### config.mk
export PLATFORM = sky130hd
export DESIGN_NAME = ps2_host_tx
export DESIGN_NICKNAME = d
export VERILOG_FILES = /design/src/rtl/ps2_pkg.sv /design/src/rtl/ps2_line_filter.sv /design/src/rtl/ps2_host_tx.sv
export SDC_FILE = /design/constraint.sdc
export NUM_CORES = 1
export LEC_CHECK = 0
export ABC_AREA = 0
export ABC_CLOCK_PERIOD_IN_PS = 2000
export CAP_MARGIN = 40
export CORE_MARGIN = 10
export CORE_UTILIZATION = 40
export DETAILED_ROUTE_END_ITERATION = 16
export GPL_TIMING_DRIVEN = 0
export SLEW_MARGIN = 5
export SYNTH_ARGS = -nofsm -noshare
export SYNTH_HDL_FRONTEND = slang
export SYNTH_HIERARCHICAL = 1
export SYNTH_SLANG_ARGS = --single-unit
export TNS_END_PERCENT = 5
### constraint.sdc
create_clock -name clk50 -period 2 [get_ports clk50]
set_input_delay 0.4 -clock clk50 [delete_from_list [all_inputs] [get_ports clk50]]
set_output_delay 0.4 -clock clk50 [all_outputs]
set_load 0.02 [all_outputs]
### src/rtl/ps2_pkg.sv
// ps2_pkg: PS/2 state encoding, error codes and cycle-count helper shared by host transmitter and receiver
package ps2_pkg;

    typedef enum logic [2:0] {
        ST_IDLE,
        ST_INHIBIT,
        ST_REQ,
        ST_SHIFT,
        ST_ACK,
        ST_WAIT_IDLE,
        ST_DONE,
        ST_ERR
    } ps2_state_t;

    localparam logic [1:0] ERR_NONE  = 2'b00;
    localparam logic [1:0] ERR_START = 2'b01;
    localparam logic [1:0] ERR_FRAME = 2'b10;
    localparam logic [1:0] ERR_NOACK = 2'b11;

    // 64-bit product: CLK_HZ * START_TO_US overflows 32 bits at the default settings
    function automatic int unsigned us_to_cycles(input int unsigned clk_hz, input int unsigned us);
        longint unsigned p;
        p = 64'(clk_hz) * 64'(us) / 64'd1_000_000;
        return p[31:0];
    endfunction

endpackage

### src/rtl/ps2_line_filter.sv
// ps2_line_filter: synchronizes one PS/2 pin, rejects glitches shorter than FILT cycles, flags falling edges
module ps2_line_filter #(
    parameter int unsigned FILT = 8
) (
    input  logic clk50,
    input  logic rst_n,
    input  logic pin,
    output logic level,
    output logic fall
);

    localparam int CW = $clog2(FILT + 1);

    logic [1:0]    sync;
    logic [CW-1:0] cnt;
    logic          prev;

    // level follows the synchronized pin only after FILT consecutive differing cycles
    always_ff @(posedge clk50 or negedge rst_n) begin
        if (!rst_n) begin
            sync  <= 2'b11;
            cnt   <= '0;
            level <= 1'b1;
            prev  <= 1'b1;
        end else begin
            sync <= {sync[0], pin};
            prev <= level;
            if (sync[1] == level) begin
                cnt <= '0;
            end else if (cnt == CW'(FILT - 1)) begin
                level <= sync[1];
                cnt   <= '0;
            end else begin
                cnt <= cnt + 1'b1;
            end
        end
    end

    assign fall = prev & ~level;

endmodule

### src/rtl/ps2_host_tx.sv
// ps2_host_tx: sends one host-to-device PS/2 byte over open-drain clk/data and reports the device ACK
module ps2_host_tx
    import ps2_pkg::*;
#(
    parameter int unsigned CLK_HZ      = 50_000_000,
    parameter int unsigned INHIBIT_US  = 120,
    parameter int unsigned START_TO_US = 15000,
    parameter int unsigned FRAME_TO_US = 2000,
    parameter int unsigned FILT        = 8
) (
    input  logic       clk50,
    input  logic       rst_n,
    input  logic [7:0] tx_data,
    input  logic       tx_valid,
    output logic       tx_ready,
    output logic       tx_done,
    output logic       tx_err,
    output logic [1:0] err_code,
    output logic       busy,
    input  logic       ps2_clk_i,
    input  logic       ps2_dat_i,
    output logic       ps2_clk_oe,
    output logic       ps2_dat_oe
);

    localparam int unsigned INHIB_C = us_to_cycles(CLK_HZ, INHIBIT_US);
    localparam int unsigned START_C = us_to_cycles(CLK_HZ, START_TO_US);
    localparam int unsigned FRAME_C = us_to_cycles(CLK_HZ, FRAME_TO_US);
    localparam int unsigned MAX_AB  = (INHIB_C > START_C) ? INHIB_C : START_C;
    localparam int unsigned MAX_C   = (MAX_AB > FRAME_C) ? MAX_AB : FRAME_C;
    localparam int          CW      = $clog2(MAX_C + 1);

    ps2_state_t    state, state_d;
    logic [CW-1:0] cnt, cnt_d, cnt_inc;
    logic [9:0]    sh, sh_d;
    logic [3:0]    n, n_d;
    logic [1:0]    err_d;
    logic          clk_lvl, clk_fall, dat_lvl, dat_fall_unused;

    ps2_line_filter #(.FILT(FILT)) u_clk_filt (
        .clk50 (clk50),
        .rst_n (rst_n),
        .pin   (ps2_clk_i),
        .level (clk_lvl),
        .fall  (clk_fall)
    );

    ps2_line_filter #(.FILT(FILT)) u_dat_filt (
        .clk50 (clk50),
        .rst_n (rst_n),
        .pin   (ps2_dat_i),
        .level (dat_lvl),
        .fall  (dat_fall_unused)
    );

    always_ff @(posedge clk50 or negedge rst_n) begin
        if (!rst_n) begin
            state    <= ST_IDLE;
            cnt      <= '0;
            sh       <= '1;
            n        <= '0;
            err_code <= ERR_NONE;
        end else begin
            state    <= state_d;
            cnt      <= cnt_d;
            sh       <= sh_d;
            n        <= n_d;
            err_code <= err_d;
        end
    end

    // one timer serves inhibit, start timeout and (from the first device fall) the frame timeout
    always_comb begin
        state_d = state;
        cnt_d   = cnt;
        sh_d    = sh;
        n_d     = n;
        err_d   = err_code;
        cnt_inc = (cnt == '1) ? cnt : cnt + 1'b1;
        unique case (state)
            ST_IDLE: begin
                if (tx_valid) begin
                    state_d = ST_INHIBIT;
                    cnt_d   = '0;
                    sh_d    = {1'b1, ~^tx_data, tx_data};
                    n_d     = '0;
                    err_d   = ERR_NONE;
                end
            end
            ST_INHIBIT: begin
                cnt_d = cnt_inc;
                if (cnt == CW'(INHIB_C - 1)) begin
                    state_d = ST_REQ;
                    cnt_d   = '0;
                end
            end
            ST_REQ: begin
                cnt_d = cnt_inc;
                if (clk_fall) begin
                    state_d = ST_SHIFT;
                    cnt_d   = '0;
                    n_d     = 4'd1;
                end else if (cnt == CW'(START_C - 1)) begin
                    state_d = ST_ERR;
                    err_d   = ERR_START;
                end
            end
            ST_SHIFT, ST_ACK, ST_WAIT_IDLE: begin
                cnt_d = cnt_inc;
                if (cnt == CW'(FRAME_C - 1)) begin
                    state_d = ST_ERR;
                    err_d   = ERR_FRAME;
                end else if (state == ST_SHIFT && clk_fall) begin
                    sh_d    = {1'b1, sh[9:1]};
                    n_d     = n + 4'd1;
                    state_d = (n == 4'd9) ? ST_ACK : ST_SHIFT;
                end else if (state == ST_ACK && clk_fall) begin
                    state_d = dat_lvl ? ST_ERR : ST_WAIT_IDLE;
                    err_d   = dat_lvl ? ERR_NOACK : err_code;
                end else if (state == ST_WAIT_IDLE && clk_lvl && dat_lvl) begin
                    state_d = ST_DONE;
                end
            end
            default: state_d = ST_IDLE;
        endcase
    end

    assign tx_ready   = (state == ST_IDLE);
    assign busy       = (state != ST_IDLE);
    assign tx_done    = (state == ST_DONE);
    assign tx_err     = (state == ST_ERR);
    assign ps2_clk_oe = (state == ST_INHIBIT);
    assign ps2_dat_oe = (state == ST_REQ) || (state == ST_SHIFT && !sh[0]) ||
                        (state == ST_INHIBIT && cnt == CW'(INHIB_C - 1));

endmodule

==> metrics.txt, run 1 <==
status=finished, violations left; failing checks=negative setup slack; largest net degree at the start of global routing=32; drt total wl=around 7.5 mm; Worst-path clk slew=approximately 0.1 ns; clock latency on the worst-skew pair=between 0.3 and 0.4 ns; DR WL/cell=16.1 µm; post-route ant nets=0; CP arrival=2.20 ns; clock root cell=clkbuf_8; crit end category=output port; area of the mapped netlist=3160 µm²; via density per instance=roughly 5.7; slew margin rel.=0.565; IO buf count=20; H-tree depth=2; GP Congestion=around 0.84; FF-to-FF setup slack=-0.18 ns; CP max FO=5; CTS sink cnt=53; Num CTS Buffers=5; vias in the first global route=2456; clock period minus final worst setup slack=approximately 2.6 ns; fillers=between 700 and 800; max cap viols=0; cts hold-fix bufs=0; Synth Net Count=roughly 350; final setup vio count=30; Finished Cell Area=3790 µm²; initial core utilization=0.409; P_leak=about 0.0015 µW; DRT iter0 DRCs=about 150; # diodes=0; final worst-path setup slack=-0.602 ns; IO Pins=21; gr usage total=0.128; DP Wirelength=between 5 and 6 mm; RSZ-0062 raised after global routing=true; total power=roughly 5200 µW; CTS Buffer Depth=2; worst r2r src=cnt[10]; period utilization=1.30; nets=around 380; worst vdd ir=0.000486 V; Final Hold Fails=0; global-route wire length before repair=roughly 12 mm; Multi-input gate area=1750 µm²; core area=roughly 7700 µm²; synth-to-layout area growth=19.7%; syn_area_per_cell=around 9.6 µm²; antenna violations before repair=0; grt ovf=0; critical path startpoint=cnt[19]; fin util=0.490; CTS tree=built; DIE HEIGHT=109 µm; Area after DPL=3530 µm²; power density cells=1360 nW/µm²; yosys warns=6; register area=1360 µm²; DRC viols=0; Crit Path Class=reg2out; type of the worst min-delay path=in2async; WP data required=approximately 1.6 ns; CP Launch Type=register; fraction of layout instances using a drive strength above 1=0.283; row count=32; DR pass1 iterations=5; max-slew violation count=0; cells after synthesis=around 330; Die X=109 µm; via count=2659; FMAX=384 MHz; Die ar.=between 10000 and 15000 µm²; Final Skew=0.00676 ns; Slew @ Worst Pin=~0.65 ns
## worst paths after layout
check,end,depth (start not counted)
worst max-delay path,ps2_dat_oe,7
worst min-delay path,u_clk_filt/cnt[0],1
worst max register to register,sh[7],9
worst min register to register,u_clk_filt/sync[1],0
max in group asynchronous,sh[0],2
min in group clk50,u_clk_filt/sync[1],0
## power breakdown
| part | leakage [µW] | switching (µW) | internal [µW] | total, µW |
|---|---|---|---|---|
| Clock | 0.0000585 | 361 | 409 | 770 |
| Sequential | 0.000648 | 281 | 1460 | 1740 |
| Combinational | 0.000817 | 1520 | 1130 | 2650 |
## state kept, by name (all words and copies together) (netlist names), 2 cells and up
name and count:
cnt 20, sh 9, n 4, u_clk_filt/cnt 4, u_dat_filt/cnt 4, state 3, err_code 2, u_clk_filt/sync 2
u_dat_filt/sync 2
## repair_timing
| item | in CTS | in global routing |
|---|---|---|
| pin swaps | 5 | 5 |
| setup buffers | 4 | 5 |
| setup endpoints to repair | 37 | 43 |
| resized for setup | 25 | 22 |
| hold endpoints to repair | 0 | 0 |
## layer usage
layer | track usage | routed length, µm | up-vias
met5 | 0 | 0 | -
met4 | 0.0433 | 89 | 0
met3 | 0.0242 | 325 | 8
met2 | 0.194 | 3550 | 77
met1 | 0.178 | 3550 | 1305
li1 | - | - | 1269
## per-stage QoR
step	TNS, ns	std cells	setup slack, ns	hold WS [ns]
final	-2.36	466	-0.602	0.0754
after global routing	-6.87	466	-0.710	0.0907
after CTS	-3.06	462	-0.649	0.0818
after detailed placement	-3.34	451	-0.876	0.350
after global placement	-57.76	450	-1.21	0.346
after floorplan	-0.221	328	-0.221	0.104
## critical path, stage by stage, from the launching register on
cell      delay (ns)
dfrtp_2         0.46
nor4_4          0.33
nand2_2         0.09
or3_4           0.43
nor2_4          0.14
nor2_2          0.04
a311oi_2        0.22
buf_4           0.19
## layout make-up
class	instances	share of cell area
multi-input combinational	244	0.463
sequential	53	0.358
timing repair buffer	30	0.0724
tap	102	0.0337
buffer	15	0.0281
clock buffer	7	0.0228
inverter	14	0.0139
clock inverter	1	0.00793
## placed cells by master (no fill, tap or decap), types with 3 or more instances in the layout
cell type        instances
a21o_1                   6
a21oi_1                 17
a21oi_2                 11
a31oi_1                 16
and2_1                   5
and3_1                   5
and4_1                   4
buf_2                    5
buf_4                   14
buf_6                    4
clkbuf_1                 3
clkbuf_8                 6
clkdlybuf4s50_1         13
dfrtp_1                 30
dfrtp_2                  7
dfstp_2                 16
ha_1                     4
inv_1                   13
mux2i_1                  8
nand2_1                 22
nand2_2                  3
nand2b_1                 5
nand3_1                 14
nand3b_1                 4
nand4_1                  4
nor2_1                  24
nor2_2                   4
nor2b_1                  3
nor3_2                   3
o21ai_0                  9
o21ai_1                  3
o22ai_1                  4
xnor2_1                 11
Note: power is estimated with default switching activity, not from simulation.
==> run 2, diff against run 1 <==
- ABC_AREA: 0 -> 1
==> run 2 against run 1 <==
Net effect:
- the flow now finishes without violations
- fmax is 30% higher
- combinational power is 2% lower
- clock power shrank 16%
- sequential power shrank 5%
- clock-buffer cell count down 2
- routed wire length grew 17%
- final cell count is 41% higher
- worst hold slack got worse by 0.054 ns
- area after synthesis increased by 11%
- synthesized cell count rose by 56%
- critical path type unchanged
- largest cell class unchanged
==> metrics.txt, run 2 <==
row count=34 (+6.3%); grt ovf=0 (unchanged); slowest CP cell=dfrtp_2; RSZ-0062 raised after global routing=true; post-route setup TNS=0 ns (+2.36 ns); IO buf count=20 (unchanged); CP Launch Type=register; crit end category=output port; Worst-path clk slew=0.11 ns (about the same); met1 usage=0.180 (+0.00192); clock period minus final worst setup slack=2.00 ns (-0.606 ns); cells after synthesis=511 (+56%); Final Skew=0.0123 ns (+0.00555 ns); GRT Max-Usage Layer=met2; most common cell after layout, fill and taps aside=nand2_1; area of the mapped netlist=3520 µm² (+11%); Reg power frac=0.340 (+0.002); DP Wirelength=6.70 mm (+32%); clock root cell=clkbuf_8; largest net degree at the start of global routing=37 (+16%); Num CTS Buffers=5 (unchanged); Crit Path Class=reg2out; most frequent cells in the layout=175 x nand2_1, 61 x nand3_1, 48 x inv_1; switching power=2310 µW (+6.9%); vias in the first global route=3169 (+29%); IO Pins=21 (unchanged); post-route ant nets=0 (unchanged); synth-to-layout area growth=16.6%; final setup vio count=0 (-100%); WHS=0.0213 ns (-0.0541 ns); type of the worst min-delay path=in2async; syn_area_per_cell=6.88 µm² (-29%); core area=8640 µm² (+12%); DR pass1 iterations=4 (-1); Final Hold Fails=0 (unchanged); cts hold-fix bufs=0 (unchanged); Synth Net Count=529 (+53%); clock latency on the worst-skew pair=0.31 ns (about the same); Clk pwr share=0.131 (-0.018); initial core utilization=0.407 (-0.00222); power density cells=1190 nW/µm² (-13%); CP max FO=6 (+1); Pint=2580 µW (-14%); yosys warns=6 (unchanged); period utilization=0.998 (-0.303); CTS sink cnt=53 (unchanged); drt total wl=8.81 mm (+17%); status=completed; antenna violations before repair=0 (unchanged); slew margin rel.=0.693 (+0.127); register name with the most flops=cnt; Die X=114 µm (+4.4%); max-slew violation count=0 (unchanged); H-tree depth=2 (unchanged); DR WL/cell=13.4 µm (-17%); CTS Buffer Depth=2 (unchanged); combinational share of power=0.529 (+0.016); fraction of layout instances using a drive strength above 1=0.193 (-0.0902); DIE HEIGHT=114 µm (+4.4%); CP peak stage delay=0.47 ns (about the same); Switching Share=0.473 (+0.0541); gr usage total=0.137 (+0.00894); FMAX=501 MHz (+30%); DRC viols=0 (unchanged); via count=3344 (+26%); global-route wire length before repair=15.0 mm (+21%); crit path cell chain=nor2_2 > nand3_1 > nor2_1 > nand3_2 > o221ai_2 > buf_4; max cap viols=0 (unchanged); Slew @ Worst Pin=0.461 ns (-0.191 ns); CTS tree=built; biggest regs=cnt (20), sh (9); worst vdd ir=0.000532 V (+9.3%); WP data required=1.60 ns (about the same); CP arrival=1.60 ns (-0.60 ns); nets=567 (+49%); Die ar.=12900 µm² (+9.1%); max reg flops=20 (unchanged); via density per instance=5.08 (-11%); met2 usage=0.226 (+0.0316); GP Congestion=0.893 (+6.1%); DRT iter0 DRCs=190 (+25%); # diodes=0 (unchanged); met3 usage=0.0210 (-0.00319); P_leak=0.00192 µW (+26%)
==> run 2: power by group through the flow <==
stage / Sequential, µW / Combinational [µW] / Clock [µW]
global placement: 1660 / 2550 / 0
global route: 1700 / 2930 / 721
floorplan: 1630 / 1910 / 0
detailed placement: 1670 / 2580 / 0
CTS: 1660 / 2580 / 679
finish: 1660 / 2590 / 643
==> run 2: layout make-up <==
| type | instances | area, µm² |
|---|---|---|
| Timing Repair Buffer | 32 | 287 |
| Clock buffer | 5 | 68.8 |
| Inverter | 62 | 233 |
| Buffer | 8 | 57.6 |
| Clock inverter | 3 | 26.3 |
| Multi-Input combinational cell | 387 | 1930 |
| Fill cell | 882 | 4540 |
| Sequential cell | 53 | 1360 |
| Tap cell | 108 | 135 |
==> run 2: worst paths after layout <==
check	cells past startpoint	from	slack [ns]	to
worst max-delay path	6	cnt[16]	0.004	ps2_dat_oe
worst min-delay path	1	rst_n	0.02	cnt[14]
worst max register to register	10	cnt[0]	0.10	sh[1]
worst min register to register	0	u_clk_filt/sync[0]	0.35	u_clk_filt/sync[1]
max in group asynchronous	2	rst_n	1.35	u_dat_filt/sync[0]
min in group clk50	0	u_clk_filt/sync[0]	0.35	u_clk_filt/sync[1]
==> run 2: worst max-delay path: cells and delay by family, from the launching register on <==
kind	cells	cell delay (ns)
flip-flops	1	0.47
AND/OR/NAND/NOR	4	0.46
AO/OA/AOI/OAI	1	0.18
buffers and inverters	1	0.17
==> run 2: per-stage QoR <==
stage | util | setup slack [ns] | std cells | instance area, µm² | total power [µW]
after floorplan | - | 0.261 | 511 | 3520 | 3540
final | 0.475 | 0.00438 | 658 | 4100 | 4890
after CTS | 0.462 | -0.0501 | 648 | 3990 | 4920
after global routing | 0.475 | -0.104 | 658 | 4100 | 5350
after global placement | 0.446 | -1.17 | 639 | 3850 | 4200
after detailed placement | 0.448 | -0.322 | 640 | 3870 | 4250
==> run 2: repair_timing <==
action                     4_1_cts  5_1_grt
buffers inserted                 0       11
setup endpoints to repair        7       25
gates cloned                     0        0
resized for setup               24       20
pin swaps                        0        6
==> run 2: metal layers <==
layer | wire length (µm) | share of wire
met1 | 4160 | 0.47
met5 | 0 | 0
met2 | 4130 | 0.47
met3 | 374 | 0.042
met4 | 138 | 0.016
==> run 3, diff against run 2 <==
- CTS_CLUSTER_DIAMETER: unset -> 200
==> results of run 3 <==
Final layout, timing and power as in run 2 (identical DEF).
